==> config.mk <==
export PLATFORM = sky130hd
export DESIGN_NAME = vga_timing_decoder_flat
export DESIGN_NICKNAME = d
export VERILOG_FILES = /design/src/rtl/vga_timing_decoder_if.sv /design/src/rtl/vga_timing_decoder.sv /design/src/flat_wrapper.sv
export SDC_FILE = /design/constraint.sdc
export NUM_CORES = 1
export LEC_CHECK = 0
export BUFFER_PORTS_ARGS = -buffer_cell sky130_fd_sc_hd__buf_2
export CAP_MARGIN = 20
export CORE_MARGIN = 5
export CORE_UTILIZATION = 60
export DETAILED_ROUTE_END_ITERATION = 8
export PLACE_DENSITY = 0.78
export SLEW_MARGIN = 5
export SYNTH_ARGS = -nofsm -noshare
export SYNTH_HDL_FRONTEND = slang
export SYNTH_SLANG_ARGS = --single-unit
==> constraint.sdc <==
create_clock -name clk_i -period 7.2 [get_ports clk_i]
set_clock_uncertainty 0.05 [all_clocks]
set_input_delay 1.44 -clock clk_i [delete_from_list [all_inputs] [get_ports clk_i]]
set_output_delay 1.44 -clock clk_i [all_outputs]
set_load 0.02 [all_outputs]
==> src/rtl/vga_timing_decoder_if.sv <==
// ---------------------------------------------------------------------------
// vga_timing_decoder_if
// Groups the raw VGA link wires (hsync, vsync, packed {r,g,b}) so the
// display path and the timing decoder can be connected as one bundle.
//   hs   : horizontal sync, polarity chosen by the consumer
//   vs   : vertical sync, polarity chosen by the consumer
//   rgb  : pixel colour {r,g,b}, COLOR_W bits per channel
// Modports:
//   master : the VGA source drives the link
//   slave  : the VGA sink samples the link
// ---------------------------------------------------------------------------
`timescale 1ns/1ps

interface vga_timing_decoder_if #(
    parameter int COLOR_W = 4
);
    logic                   hs;
    logic                   vs;
    logic [3*COLOR_W-1:0]   rgb;

    modport master (output hs, output vs, output rgb);
    modport slave  (input  hs, input  vs, input  rgb);
endinterface

==> src/rtl/vga_timing_decoder.sv <==
// ---------------------------------------------------------------------------
// vga_timing_decoder
// Sink end of the board VGA link. Registers the incoming sync/colour
// samples, recovers pixel coordinates from the sync edges, checks line and
// frame lengths against the configured mode and reports lock and frame
// starts. Every output lags the input sample it describes by two clocks.
// Ports:
//   clk_i        : pixel clock
//   rst_i        : asynchronous reset, active-low
//   vga_i        : VGA link (hs, vs, rgb), slave side
//   pixel_x_o    : recovered x, 0 outside the visible window
//   pixel_y_o    : recovered y, 0 outside the visible window
//   visible_o    : sample lies inside the visible window
//   rgb_o        : registered colour, 0 outside the visible window
//   new_frame_o  : one-cycle pulse on each vsync assertion edge
//   locked_o     : timing locked
//   timing_err_o : one-cycle pulse on any timing violation
// ---------------------------------------------------------------------------
`timescale 1ns/1ps

module vga_timing_decoder #(
    parameter int H_TOTAL       = 800,
    parameter int V_TOTAL       = 525,
    parameter int H_START       = 144,
    parameter int V_START       = 35,
    parameter int H_VISIBLE     = 640,
    parameter int V_VISIBLE     = 480,
    parameter int HS_ACTIVE_LOW = 1,
    parameter int VS_ACTIVE_LOW = 1,
    parameter int LOCK_FRAMES   = 2,
    parameter int X_POS_W       = 10,
    parameter int Y_POS_W       = 10,
    parameter int COLOR_W       = 4
) (
    input  logic                    clk_i,
    input  logic                    rst_i,
    vga_timing_decoder_if.slave     vga_i,
    output logic [X_POS_W-1:0]      pixel_x_o,
    output logic [Y_POS_W-1:0]      pixel_y_o,
    output logic                    visible_o,
    output logic [3*COLOR_W-1:0]    rgb_o,
    output logic                    new_frame_o,
    output logic                    locked_o,
    output logic                    timing_err_o
);

    localparam logic        HS_ON  = (HS_ACTIVE_LOW != 0) ? 1'b0 : 1'b1;
    localparam logic        VS_ON  = (VS_ACTIVE_LOW != 0) ? 1'b0 : 1'b1;
    localparam logic [11:0] H_MAX  = 12'hFFF;
    localparam logic [10:0] V_MAX  = 11'h7FF;
    localparam logic [11:0] H_LO   = 12'(H_START);
    localparam logic [11:0] H_HI   = 12'(H_START + H_VISIBLE);
    localparam logic [10:0] V_LO   = 11'(V_START);
    localparam logic [10:0] V_HI   = 11'(V_START + V_VISIBLE);
    localparam logic [11:0] H_LAST = 12'(H_TOTAL - 1);
    localparam logic [10:0] V_LEN  = 11'(V_TOTAL);
    localparam logic [7:0]  GOOD_N = 8'(LOCK_FRAMES);

    typedef enum logic [1:0] {SEARCH, CHECK, LOCKED} state_t;

    state_t                 state_q;
    logic [7:0]             goodCnt_q;
    logic                   frameBad_q;
    logic                   locked_q;

    logic                   hs1_q, hs2_q, vs1_q, vs2_q;
    logic [3*COLOR_W-1:0]   rgb1_q;
    logic [11:0]            hCnt_q, hCnt_d, hInc;
    logic [10:0]            vCnt_q, vCnt_d, vInc, vAtEdge;
    logic                   hSeen_q, hSeen_d;

    logic                   hsEdge, vsEdge;
    logic                   hSat, vSat, satErr, lineErr, frameErr, anyErr;
    logic                   inWin;
    logic [7:0]             goodInc;

    logic [X_POS_W-1:0]     pixelX_q;
    logic [Y_POS_W-1:0]     pixelY_q;
    logic                   visible_q;
    logic [3*COLOR_W-1:0]   rgb_q;
    logic                   newFrame_q;
    logic                   timingErr_q;

    // Edges are judged on stage 1 against its own previous value.
    assign hsEdge = (hs1_q == HS_ON) && (hs2_q != HS_ON);
    assign vsEdge = (vs1_q == VS_ON) && (vs2_q != VS_ON);

    assign hInc    = (hCnt_q == H_MAX) ? hCnt_q : hCnt_q + 12'd1;
    assign hCnt_d  = hsEdge ? 12'd0 : hInc;
    assign vInc    = (vCnt_q == V_MAX) ? vCnt_q : vCnt_q + 11'd1;
    // Line count as seen by a vsync edge: a coincident hsync edge counts first.
    assign vAtEdge = hsEdge ? vInc : vCnt_q;
    assign vCnt_d  = vsEdge ? 11'd0 : vAtEdge;

    // Saturation is flagged only on the step into the ceiling, so it fires once.
    assign hSat     = !hsEdge && (hCnt_q == H_MAX - 12'd1);
    assign vSat     = !vsEdge && hsEdge && (vCnt_q == V_MAX - 11'd1);
    assign satErr   = hSat || vSat;
    assign lineErr  = hsEdge && hSeen_q && (hCnt_q != H_LAST);
    assign frameErr = vsEdge && (state_q != SEARCH) && (vAtEdge != V_LEN);
    assign anyErr   = lineErr || frameErr || satErr;

    // A saturation is a resync: the next hsync edge starts line checking afresh.
    assign hSeen_d  = satErr ? 1'b0 : (hsEdge ? 1'b1 : hSeen_q);

    assign inWin = (hCnt_d >= H_LO) && (hCnt_d < H_HI) &&
                   (vCnt_d >= V_LO) && (vCnt_d < V_HI);

    assign goodInc = goodCnt_q + 8'd1;

    // Input sampling, position counters and the single output register stage.
    always_ff @(posedge clk_i or negedge rst_i) begin
        if (!rst_i) begin
            hs1_q       <= ~HS_ON;
            hs2_q       <= ~HS_ON;
            vs1_q       <= ~VS_ON;
            vs2_q       <= ~VS_ON;
            rgb1_q      <= '0;
            hCnt_q      <= '0;
            vCnt_q      <= '0;
            hSeen_q     <= 1'b0;
            pixelX_q    <= '0;
            pixelY_q    <= '0;
            visible_q   <= 1'b0;
            rgb_q       <= '0;
            newFrame_q  <= 1'b0;
            timingErr_q <= 1'b0;
        end else begin
            hs1_q       <= vga_i.hs;
            hs2_q       <= hs1_q;
            vs1_q       <= vga_i.vs;
            vs2_q       <= vs1_q;
            rgb1_q      <= vga_i.rgb;
            hCnt_q      <= hCnt_d;
            vCnt_q      <= vCnt_d;
            hSeen_q     <= hSeen_d;
            pixelX_q    <= inWin ? X_POS_W'(hCnt_d - H_LO) : '0;
            pixelY_q    <= inWin ? Y_POS_W'(vCnt_d - V_LO) : '0;
            visible_q   <= inWin;
            rgb_q       <= inWin ? rgb1_q : '0;
            newFrame_q  <= vsEdge;
            timingErr_q <= anyErr;
        end
    end

    // Lock tracking. Errors at a vsync edge belong to the frame that just ended;
    // an error inside a locked frame marks the rest of that frame as bad.
    always_ff @(posedge clk_i or negedge rst_i) begin
        if (!rst_i) begin
            state_q    <= SEARCH;
            goodCnt_q  <= '0;
            frameBad_q <= 1'b0;
            locked_q   <= 1'b0;
        end else if (satErr) begin
            state_q    <= SEARCH;
            goodCnt_q  <= '0;
            frameBad_q <= 1'b0;
            locked_q   <= 1'b0;
        end else begin
            case (state_q)
                SEARCH: begin
                    if (vsEdge) begin
                        state_q    <= CHECK;
                        goodCnt_q  <= '0;
                        frameBad_q <= 1'b0;
                    end
                end
                CHECK: begin
                    if (vsEdge) begin
                        frameBad_q <= 1'b0;
                        if (frameBad_q || anyErr) begin
                            goodCnt_q <= '0;
                        end else if (goodInc >= GOOD_N) begin
                            state_q   <= LOCKED;
                            locked_q  <= 1'b1;
                            goodCnt_q <= '0;
                        end else begin
                            goodCnt_q <= goodInc;
                        end
                    end else if (anyErr) begin
                        frameBad_q <= 1'b1;
                    end
                end
                LOCKED: begin
                    if (anyErr) begin
                        state_q    <= CHECK;
                        locked_q   <= 1'b0;
                        goodCnt_q  <= '0;
                        frameBad_q <= !vsEdge;
                    end
                end
                default: begin
                    state_q  <= SEARCH;
                    locked_q <= 1'b0;
                end
            endcase
        end
    end

    assign pixel_x_o    = pixelX_q;
    assign pixel_y_o    = pixelY_q;
    assign visible_o    = visible_q;
    assign rgb_o        = rgb_q;
    assign new_frame_o  = newFrame_q;
    assign locked_o     = locked_q;
    assign timing_err_o = timingErr_q;

endmodule

==> src/flat_wrapper.sv <==
// flat-port wrapper written by rule: the top's interface ports become plain ports
module vga_timing_decoder_flat 
#(
    parameter int H_TOTAL       = 800,
    parameter int V_TOTAL       = 525,
    parameter int H_START       = 144,
    parameter int V_START       = 35,
    parameter int H_VISIBLE     = 640,
    parameter int V_VISIBLE     = 480,
    parameter int HS_ACTIVE_LOW = 1,
    parameter int VS_ACTIVE_LOW = 1,
    parameter int LOCK_FRAMES   = 2,
    parameter int X_POS_W       = 10,
    parameter int Y_POS_W       = 10,
    parameter int COLOR_W       = 4
)
  (clk_i, rst_i, pixel_x_o, pixel_y_o, visible_o, rgb_o, new_frame_o, locked_o, timing_err_o, vga_i_hs, vga_i_vs, vga_i_rgb);
  vga_timing_decoder_if #(.COLOR_W(COLOR_W)) vga_i_i ();
  input  logic clk_i;
  input  logic rst_i;
  output logic [X_POS_W-1:0] pixel_x_o;
  output logic [Y_POS_W-1:0] pixel_y_o;
  output logic visible_o;
  output logic [3*COLOR_W-1:0] rgb_o;
  output logic new_frame_o;
  output logic locked_o;
  output logic timing_err_o;
  input wire logic [$bits(vga_i_i.hs)-1:0] vga_i_hs;
  input wire logic [$bits(vga_i_i.vs)-1:0] vga_i_vs;
  input wire logic [$bits(vga_i_i.rgb)-1:0] vga_i_rgb;
  assign vga_i_i.hs = vga_i_hs;
  assign vga_i_i.vs = vga_i_vs;
  assign vga_i_i.rgb = vga_i_rgb;
  vga_timing_decoder #(.H_TOTAL(H_TOTAL), .V_TOTAL(V_TOTAL), .H_START(H_START), .V_START(V_START), .H_VISIBLE(H_VISIBLE), .V_VISIBLE(V_VISIBLE), .HS_ACTIVE_LOW(HS_ACTIVE_LOW), .VS_ACTIVE_LOW(VS_ACTIVE_LOW), .LOCK_FRAMES(LOCK_FRAMES), .X_POS_W(X_POS_W), .Y_POS_W(Y_POS_W), .COLOR_W(COLOR_W)) u_core (.clk_i(clk_i), .rst_i(rst_i), .vga_i(vga_i_i), .pixel_x_o(pixel_x_o), .pixel_y_o(pixel_y_o), .visible_o(visible_o), .rgb_o(rgb_o), .new_frame_o(new_frame_o), .locked_o(locked_o), .timing_err_o(timing_err_o));
endmodule
==> flow_summary.toml, run 1 <==
[layout]
final_common_cell = "dfrtp_1"
fill_cells = 540
n_antenna_cell = 0
syn_to_final_growth_pct = 10.1
final_nets = 486
layout_common_cells = "dfrtp_1, buf_2, nor2_1"
drive_above_1_share = 0.262

[grt]
grt_pass1_wl_um = 16200
grt_pass1_vias = 3266
grtUsageTotal = 0.209
antenna_found_initial = 0
overflow = 0
grt_max_degree = 88

[power]
pwr-share-clk = 0.317
ir_drop_v = 0.000171
power.switching_mw = 0.356
leakagePower_nw = 2.29
power_density_nw_per_um2 = 225
comb_power_share = 0.199
cell_internal_pwr_mw = 0.779
p_seq_frac = 0.484
sw_frac_of_total = 0.314

[setup_path]
crit_family = "simple AND/OR/NAND/NOR gates"
worstPathRequired_ns = 7.39
r2r_cells = 10
cpPeakStageDelay_ns = 0.63
cp-start-kind = "flip-flop"
critPathKind = "flip-flop to flip-flop"
crit_arrival_ns = 3.82
path_cells = "and2b_1, or4_1, nand4_1, inv_1, ha_1, inv_1, nor2_1, o211ai_1, nand4_4, nor3b_1"
r2r_slack_ns = 3.58
slowest_stage = "or4_1"
critPathCaptureType = "flip-flop"
r2r-end = "u_core.rgb_o[11]"
crit_top_cell = "inv_1"
r2r_start = "u_core.hs1_q"
critPathBufInv = 2
crit_fanout = 33

[yosys]
synth_cells = 419
ys_types = 72
ys_ff_latch = 87
async_reset_ff_frac = 1.00
yosysSeqAreaShare = 0.477
synth_edf_count = 0
ys_warn_count = 0
netlist_area_um2 = 4570
yosys_most_used_dff = "dfrtp_1"
synth.avg_cell_area_um2 = 10.9
syn_nets = 448

[die]
row_count = 31
io_pins = 52
initial_core_util = 0.624
chipWidth_um = 97.3
coreArea_um2 = 7330
dieArea_um2 = 9470
die_h_um = 97.3

[routing]
dr_wl_met3_um = 613
avgRoutedWirePerCell_um = 17.3
drtIter0Drc = 152
drcViolationCount = 0
postRouteAntennaNets = 0
dr.pass1.iters = 4
totalWireLength_um = 9700
top_layer = "met4"
route.met2.wl_um = 4850
drt-met1-wl_um = 4120
vias = 3431
post_drt_via_cell_ratio = 6.12

[clock_tree]
cts_tree = "built"
cts_resized = 0
insertion_delay_ns = 0.36
root_buffer = "clkbuf_8"
cts_setup_buffers = 0
holdBufCountCts = 0
cts_buffers = 9
cts_sinks = 87
htreeDepth = 3
clockBufferDepth = 2
clk_pin_slew_worst_paths_ns = 0.10

[placement]
place_congestion = 0.921
dpl.hpwl_um = 6730
portBuffers = 51

[worst_hold_path]
hold-path-cell-count = 0
min-delay-start = "u_core.vs1_q"
hp-class = "flip-flop to flip-flop"
hold_end = "u_core.vs2_q"

[flow_run]
max-cap-violations = 0

[sta]
timing.hold.ws_ns = 0.329
fin_setup_tns_ns = 0
min_period_ns = 3.62
timing.fmax_ghz = 0.276
maxSlewViolCount = 0
max_slew_margin = 0.445
setup_viol = 0
hold_violations = 0
finalCritPeriodShare = 0.503
tightest_slew_ns = 0.832
rsz0062_at_grt = "false"

[outcome]
status = "completed"
cell type report:
type	instances	area, um^2	share of cell area
Sequential cell	87	2180	0.433
Clock inverter	7	83.8	0.0167
Timing Repair Buffer	52	285	0.0567
Tap cell	99	124	0.0246
Inverter	15	56.3	0.0112
Multi-Input combinational cell	292	2180	0.433
Clock buffer	9	124	0.0246
power groups by stage:
stage / registers (mW) / clock network, mW / logic, mW
final: 0.549 / 0.360 / 0.226
after global routing: 0.554 / 0.389 / 0.253
after CTS: 0.549 / 0.367 / 0.223
after detailed placement: 0.558 / 0 / 0.220
after global placement: 0.557 / 0 / 0.215
after floorplan: 0.545 / 0 / 0.179
sequential cells by signal, indices dropped and copies added (netlist names):
register,flops
u_core.vCnt_q,11
u_core.locked_o,1
u_core.state_q,2
u_core.pixel_x_o,10
u_core.rgb1_q,12
u_core.vs2_q,1
u_core.pixel_y_o,10
u_core.hs1_q,1
u_core.hCnt_q,12
u_core.new_frame_o,1
u_core.rgb_o,12
u_core.frameBad_q,1
u_core.visible_o,1
u_core.hs2_q,1
u_core.goodCnt_q,8
u_core.vs1_q,1
u_core.timing_err_o,1
u_core.hSeen_q,1
cells in the mapped netlist, types with 8 or more instances:
| cell type | count | share of area |
|---|---|---|
| and3_1 | 11 | 0.015 |
| o21ai_0 | 8 | 0.0088 |
| ha_1 | 13 | 0.036 |
| buf_2 | 14 | 0.015 |
| nor3b_2 | 14 | 0.038 |
| dfrtp_1 | 83 | 0.45 |
| a21oi_1 | 15 | 0.016 |
| nor3_1 | 10 | 0.011 |
| xnor2_1 | 12 | 0.023 |
| and2_1 | 10 | 0.014 |
| nand4_1 | 12 | 0.016 |
| nand2_1 | 19 | 0.016 |
| nor2_1 | 32 | 0.026 |
| nand3_1 | 13 | 0.014 |
| inv_1 | 15 | 0.012 |
| nor3_2 | 12 | 0.026 |
logic make-up (layout without fill, tap and decap cells):
group,after synthesis,after routing,share of synthesized area
AND/OR/NAND/NOR,173,173,0.249
flip-flops,87,87,0.477
XOR/XNOR,16,16,0.0306
adder cells (fa/ha/maj),13,13,0.0356
multiplexers,6,6,0.0172
buffers and inverters,40,83,0.0465
AO/OA/AOI/OAI,84,84,0.144
worst max-delay path by stage:
stage	start	endpoint	slack [ns]	cells after the start
after CTS	u_core.hs1_q	u_core.rgb_o[0]	3.58	10
after global placement	u_core.hs1_q	u_core.pixel_y_o[9]	3.78	10
after detailed placement	u_core.hs1_q	u_core.rgb_o[0]	3.60	10
after floorplan	u_core.hs1_q	u_core.pixel_x_o[1]	4.42	12
after global routing	u_core.hs2_q	u_core.rgb_o[11]	3.32	10
final	u_core.hs1_q	u_core.rgb_o[11]	3.58	10
layer usage:
layer	up-vias	track usage
li1	1616	-
met1	1672	0.281
met2	130	0.343
met3	13	0.0467
met4	0	0.0586
met5	-	0
worst reg2reg max path: stages (launching register included):
cell and delay [ns]:
dfstp_2 0.56, and2b_1 0.47, or4_1 0.64, nand4_1 0.14
inv_1 0.08, ha_1 0.21, inv_1 0.09, nor2_1 0.05
o211ai_1 0.15, nand4_4 0.60, nor3b_1 0.47
metrics by stage:
step,power [mW],setup WS (ns),util,cell area [um^2],std cells
after floorplan,0.724,4.42,-,4570,419
after global placement,0.772,3.78,0.655,4800,544
after detailed placement,0.779,3.60,0.655,4800,544
after CTS,1.14,3.58,0.683,5010,560
after global routing,1.20,3.32,0.687,5030,561
final,1.13,3.58,0.687,5030,561
Power figures use the tool's default switching activity.
==> inputs of run 2 (changes only) <==
Settings changed: CORE_UTILIZATION 60 to 59, PLACE_DENSITY 0.78 to 0.76.
Clock period 7.2 ns to 3.55 ns, I/O delays scaled along.
==> flow_summary.toml, run 2 (synthesis results as in run 1) <==
[outcome]
status = "completed"

[layout]
drive_above_1_share = 0.268
final_nets = 490
final_common_cell = "dfrtp_1"
layout_common_cells = "dfrtp_1, buf_2, nor2_1"
final_util = 0.665
multi_input_area_um2 = 2180
syn_to_final_growth_pct = 11.2
fill_cells = 608
seqCellArea_um2 = 2180
n_antenna_cell = 0

[die]
coreArea_um2 = 7650
row_count = 32
dieArea_um2 = 9610
chipWidth_um = 98.1
die_h_um = 98.1
io_pins = 52
initial_core_util = 0.598

[grt]
grt_pass1_vias = 3310
grt-busiest-layer = "met2"
use_met1 = 0.290
overflow = 0
grt_pass1_wl_um = 16200
use_met3 = 0.0400
grtUsageTotal = 0.207
antenna_found_initial = 0
grt_max_degree = 88
grtUsageMet2 = 0.325

[clock_tree]
cts_sinks = 87
cts_resized = 0
holdBufCountCts = 0
cts_setup_buffers = 0
insertion_delay_ns = 0.36
clockBufferDepth = 2
clk_pin_slew_worst_paths_ns = 0.10
root_buffer = "clkbuf_8"
cts_buffers = 9
htreeDepth = 3
cts_tree = "built"

[sta]
fin_setup_tns_ns = 0
maxSlewViolCount = 0
setup_viol = 0
max_slew_margin = 0.561
min_period_ns = 3.10
hold_violations = 0
rsz0062_at_grt = "false"
tightest_slew_ns = 0.658
finalCritPeriodShare = 0.872
timing.fmax_ghz = 0.323
setup_ws_ns = 0.455

[setup_path]
critPathKind = "flip-flop to flip-flop"
r2r_start = "u_core.hCnt_q[0]"
worstPathRequired_ns = 3.78
crit_fanout = 23
cp-start-kind = "flip-flop"
cp-startpoint = "u_core.hCnt_q[0]"
crit_arrival_ns = 3.32
critPathCaptureType = "flip-flop"

[placement]
dp_slack_ns = 0.468
portBuffers = 51
dpl.hpwl_um = 6680
place_congestion = 0.891

[routing]
post_drt_via_cell_ratio = 6.08
postRouteAntennaNets = 0
drcViolationCount = 0
dr.pass1.iters = 5
drtIter0Drc = 308
avgRoutedWirePerCell_um = 16.9
vias = 3453
totalWireLength_um = 9590

[flow_run]
max-cap-violations = 0

[worst_hold_path]
hp-class = "input port to asynchronous set/reset pin"

[power]
leakagePower_nw = 2.31
power_density_nw_per_um2 = 456
ir_drop_v = 0.000340
[run 2: changes by cell type in the layout (fill, tap and decap cells not counted)]
cell,before,now
inv_8,2,3
clkinv_8,0,1
buf_12,0,2
clkinv_2,1,0
inv_6,3,1
buf_4,1,4
clkinvlp_4,0,1
buf_16,1,0
[run 2: final timing paths]
path | to | slack, ns | cells after the start
min | u_core.rgb1_q[7] | 0.28 | 1
max | u_core.rgb_o[11] | 0.45 | 11
min reg2reg | u_core.vs2_q | 0.32 | 0
max in group asynchronous | u_core.hs2_q | 2.50 | 2
min in group clk_i | u_core.vs2_q | 0.32 | 0
max reg2reg | u_core.rgb_o[11] | 0.45 | 11
[run 2: worst max-delay path, stage by stage (launching register included)]
cell,delay (ns)
dfrtp_1,0.51
ha_1,0.37
and3_1,0.35
o211ai_1,0.13
nand3_1,0.13
ha_1,0.22
inv_1,0.08
o311a_1,0.37
nand3_2,0.10
nand4_4,0.24
buf_12,0.27
nor3b_1,0.19
[run 2: where the power goes]
part / internal (mW) / switching [mW] / leakage [nW]
registers: 1.04 / 0.0690 / 1.16
logic: 0.197 / 0.265 / 1.05
clock network: 0.348 / 0.398 / 0.109
[run 2: layout make-up]
cell class / instances / area share
clock buffer: 9 / 0.0244
clock inverter: 7 / 0.0189
inverter: 15 / 0.0111
multi-input combinational: 292 / 0.429
sequential: 87 / 0.429
tap: 102 / 0.0251
timing repair buffer: 56 / 0.0630
[run 2: per-layer routing]
metal  part of all wire  wire (um)
met1               0.44       4240
met5                  0          0
met4              0.022        212
met2               0.47       4540
met3              0.062        593
[run 2: stage by stage]
stage               std cells  instance area, um^2  hold slack [ns]  total power [mW]
finish                    568                 5090            0.276              2.32
detailed placement        551                 4850            0.310              1.58
global route              568                 5090            0.308              2.46
floorplan                 419                 4570            0.301              1.47
CTS                       567                 5070            0.316              2.33
global placement          551                 4850            0.309              1.57
==> inputs of run 3 (changes only) <==
Settings changed: ABC_AREA set to 1, CORE_UTILIZATION 59 to 58, CTS_CLUSTER_DIAMETER set to 60.
==> flow_summary.toml, run 3 <==
[outcome]
status = "completed"

[routing]
vias = 3286
post_drt_via_cell_ratio = 4.93
totalWireLength_um = 8330
dr.pass1.iters = 5
drtIter0Drc = 161
drcViolationCount = 0
avgRoutedWirePerCell_um = 12.5
postRouteAntennaNets = 0

[yosys]
synthTopCellsByCount = "nand2_1, inv_1, dfrtp_1"
netlist_area_um2 = 4240
netlist.area_leader.share = 0.490
ys_warn_count = 0
synth_edf_count = 0
yosysMostFrequentCell = "nand2_1"
ys_top_cells_by_area = "dfrtp_1, nand2_1, inv_1, nor2_1, nand3_1"
syn_nets = 534
yosysTopAreaCell = "dfrtp_1"
ys_types = 32
ys_ff_latch = 87
synth_cells = 505
async_reset_ff_frac = 1.00
synth.avg_cell_area_um2 = 8.39
yosysSeqAreaShare = 0.515
yosys_most_used_dff = "dfrtp_1"

[grt]
grt_pass1_wl_um = 13900
grt_max_degree = 88
antenna_found_initial = 0
overflow = 0
grtUsageTotal = 0.198
grt_pass1_vias = 3138

[setup_path]
cp-start-kind = "flip-flop"
r2r_slack_ns = 0.50
critPathCaptureType = "flip-flop"
r2r_start = "u_core.hCnt_q[0]"
slowest_stage = "dfrtp_1"
critPathKind = "flip-flop to flip-flop"
cpPeakStageDelay_ns = 0.43
critPathBufInv = 3
path_cells = "ha_1, inv_1, nor2_1, inv_1, nor2_1, nor2_1, nor2_1, inv_1, ha_1, nand2_1, nand2_2, nand2_1, nor2_1, a21oi_2, nand3_4, nor2_1"
crit_family = "simple AND/OR/NAND/NOR gates"
r2r-end = "u_core.pixel_y_o[7]"
crit_arrival_ns = 3.28
crit_fanout = 33
r2r_cells = 16
worstPathRequired_ns = 3.78
crit_top_cell = "nor2_1"

[die]
chipWidth_um = 95.5
dieArea_um2 = 9110
die_h_um = 95.5
io_pins = 52
coreArea_um2 = 7180
row_count = 31
initial_core_util = 0.590

[clock_tree]
insertion_delay_ns = 0.37
cts_setup_buffers = 0
cts_tree = "built"
holdBufCountCts = 0
cts_sinks = 87
htreeDepth = 3
root_buffer = "clkbuf_8"
clk_pin_slew_worst_paths_ns = 0.09
clockBufferDepth = 2
cts_resized = 0
cts_buffers = 9

[layout]
final_util = 0.666
postLayoutCellArea_um2 = 4780
final_nets = 592
n_antenna_cell = 0
drive_above_1_share = 0.185
layout_common_cells = "nand2_1, inv_1, dfrtp_1"
syn_to_final_growth_pct = 12.9
final_common_cell = "nand2_1"

[power]
fin_total_pwr_mw = 2.21
power_density_nw_per_um2 = 463
leakagePower_nw = 2.75
ir_drop_v = 0.000324

[worst_hold_path]
hp-class = "input port to asynchronous set/reset pin"

[placement]
dp_slack_ns = 0.551
portBuffers = 51
place_congestion = 0.878
dpl.hpwl_um = 5950
dpl-instance-area_um2 = 4570

[sta]
timing.fmax_ghz = 0.328
rsz0062_at_grt = "false"
setup_ws_ns = 0.502
tightest_slew_ns = 0.565
setup_viol = 0
hold_violations = 0
maxSlewViolCount = 0
fin_setup_tns_ns = 0
finalCritPeriodShare = 0.859
max_slew_margin = 0.623
min_period_ns = 3.05

[flow_run]
max-cap-violations = 0
[run 3: changes by cell type after synthesis, moves of 12 or more]
cell and delta:
nand2_1 +95, inv_1 +71, nor2_1 +37, nand3_1 +25, a21oi_1 -14, nor2_2 +14, nor3b_2 -14, buf_2 -12
nor3_2 -12
[run 3: how the worst max path moves through the flow]
stage	startpoint	end	cells past startpoint
after floorplan	u_core.hCnt_q[0]	u_core.rgb_o[0]	17
after global placement	u_core.hCnt_q[0]	u_core.pixel_y_o[9]	16
after detailed placement	u_core.hCnt_q[0]	u_core.pixel_y_o[1]	16
after CTS	u_core.hCnt_q[0]	u_core.pixel_y_o[1]	16
after global routing	u_core.hCnt_q[0]	u_core.rgb_o[11]	16
final	u_core.hCnt_q[0]	u_core.pixel_y_o[7]	16
[run 3: through the flow]
step | instances | hold WS, ns
6_report | 667 | 0.280
5_1_grt | 667 | 0.314
4_1_cts | 666 | 0.320
3_5_place_dp | 650 | 0.306
3_3_place_gp | 650 | 0.307
2_1_floorplan | 505 | 0.304
[run 3: logic make-up (layout without fill, tap and decap cells)]
logic type,after synthesis,in the layout,share of synthesized area
AOI/OAI and AO/OA,23,23,0.0334
xor gates and xnor gates,13,13,0.0269
adders and majority gates,13,13,0.0384
buffers and inverters,96,159,0.0928
DFF,87,87,0.515
and+or+nand+nor,273,273,0.293
[run 3: area by class of cell]
type	instances	area, um^2
clock inverters	7	63.8
multi-input cells	322	1660
repair buffers	54	293
flip-flops and latches	87	2180
fillers	628	2390
inverters	89	334
well taps	99	124
clock buffers	9	124
[run 3: layer usage]
layer,share of wire,global-route usage,up-vias
li1,-,-,1669
met1,0.45,0.242,1528
met2,0.49,0.334,72
met3,0.044,0.0474,17
met4,0.022,0.0889,0
met5,0,0,-
[run 3: report_power, final]
part           internal, mW  switching (mW)  leakage (nW)  total, mW
registers              1.05          0.0492          1.15       1.10
clock network         0.270           0.390        0.0903      0.660
logic                 0.157           0.300          1.51      0.457
total                  1.47           0.739          2.75       2.21
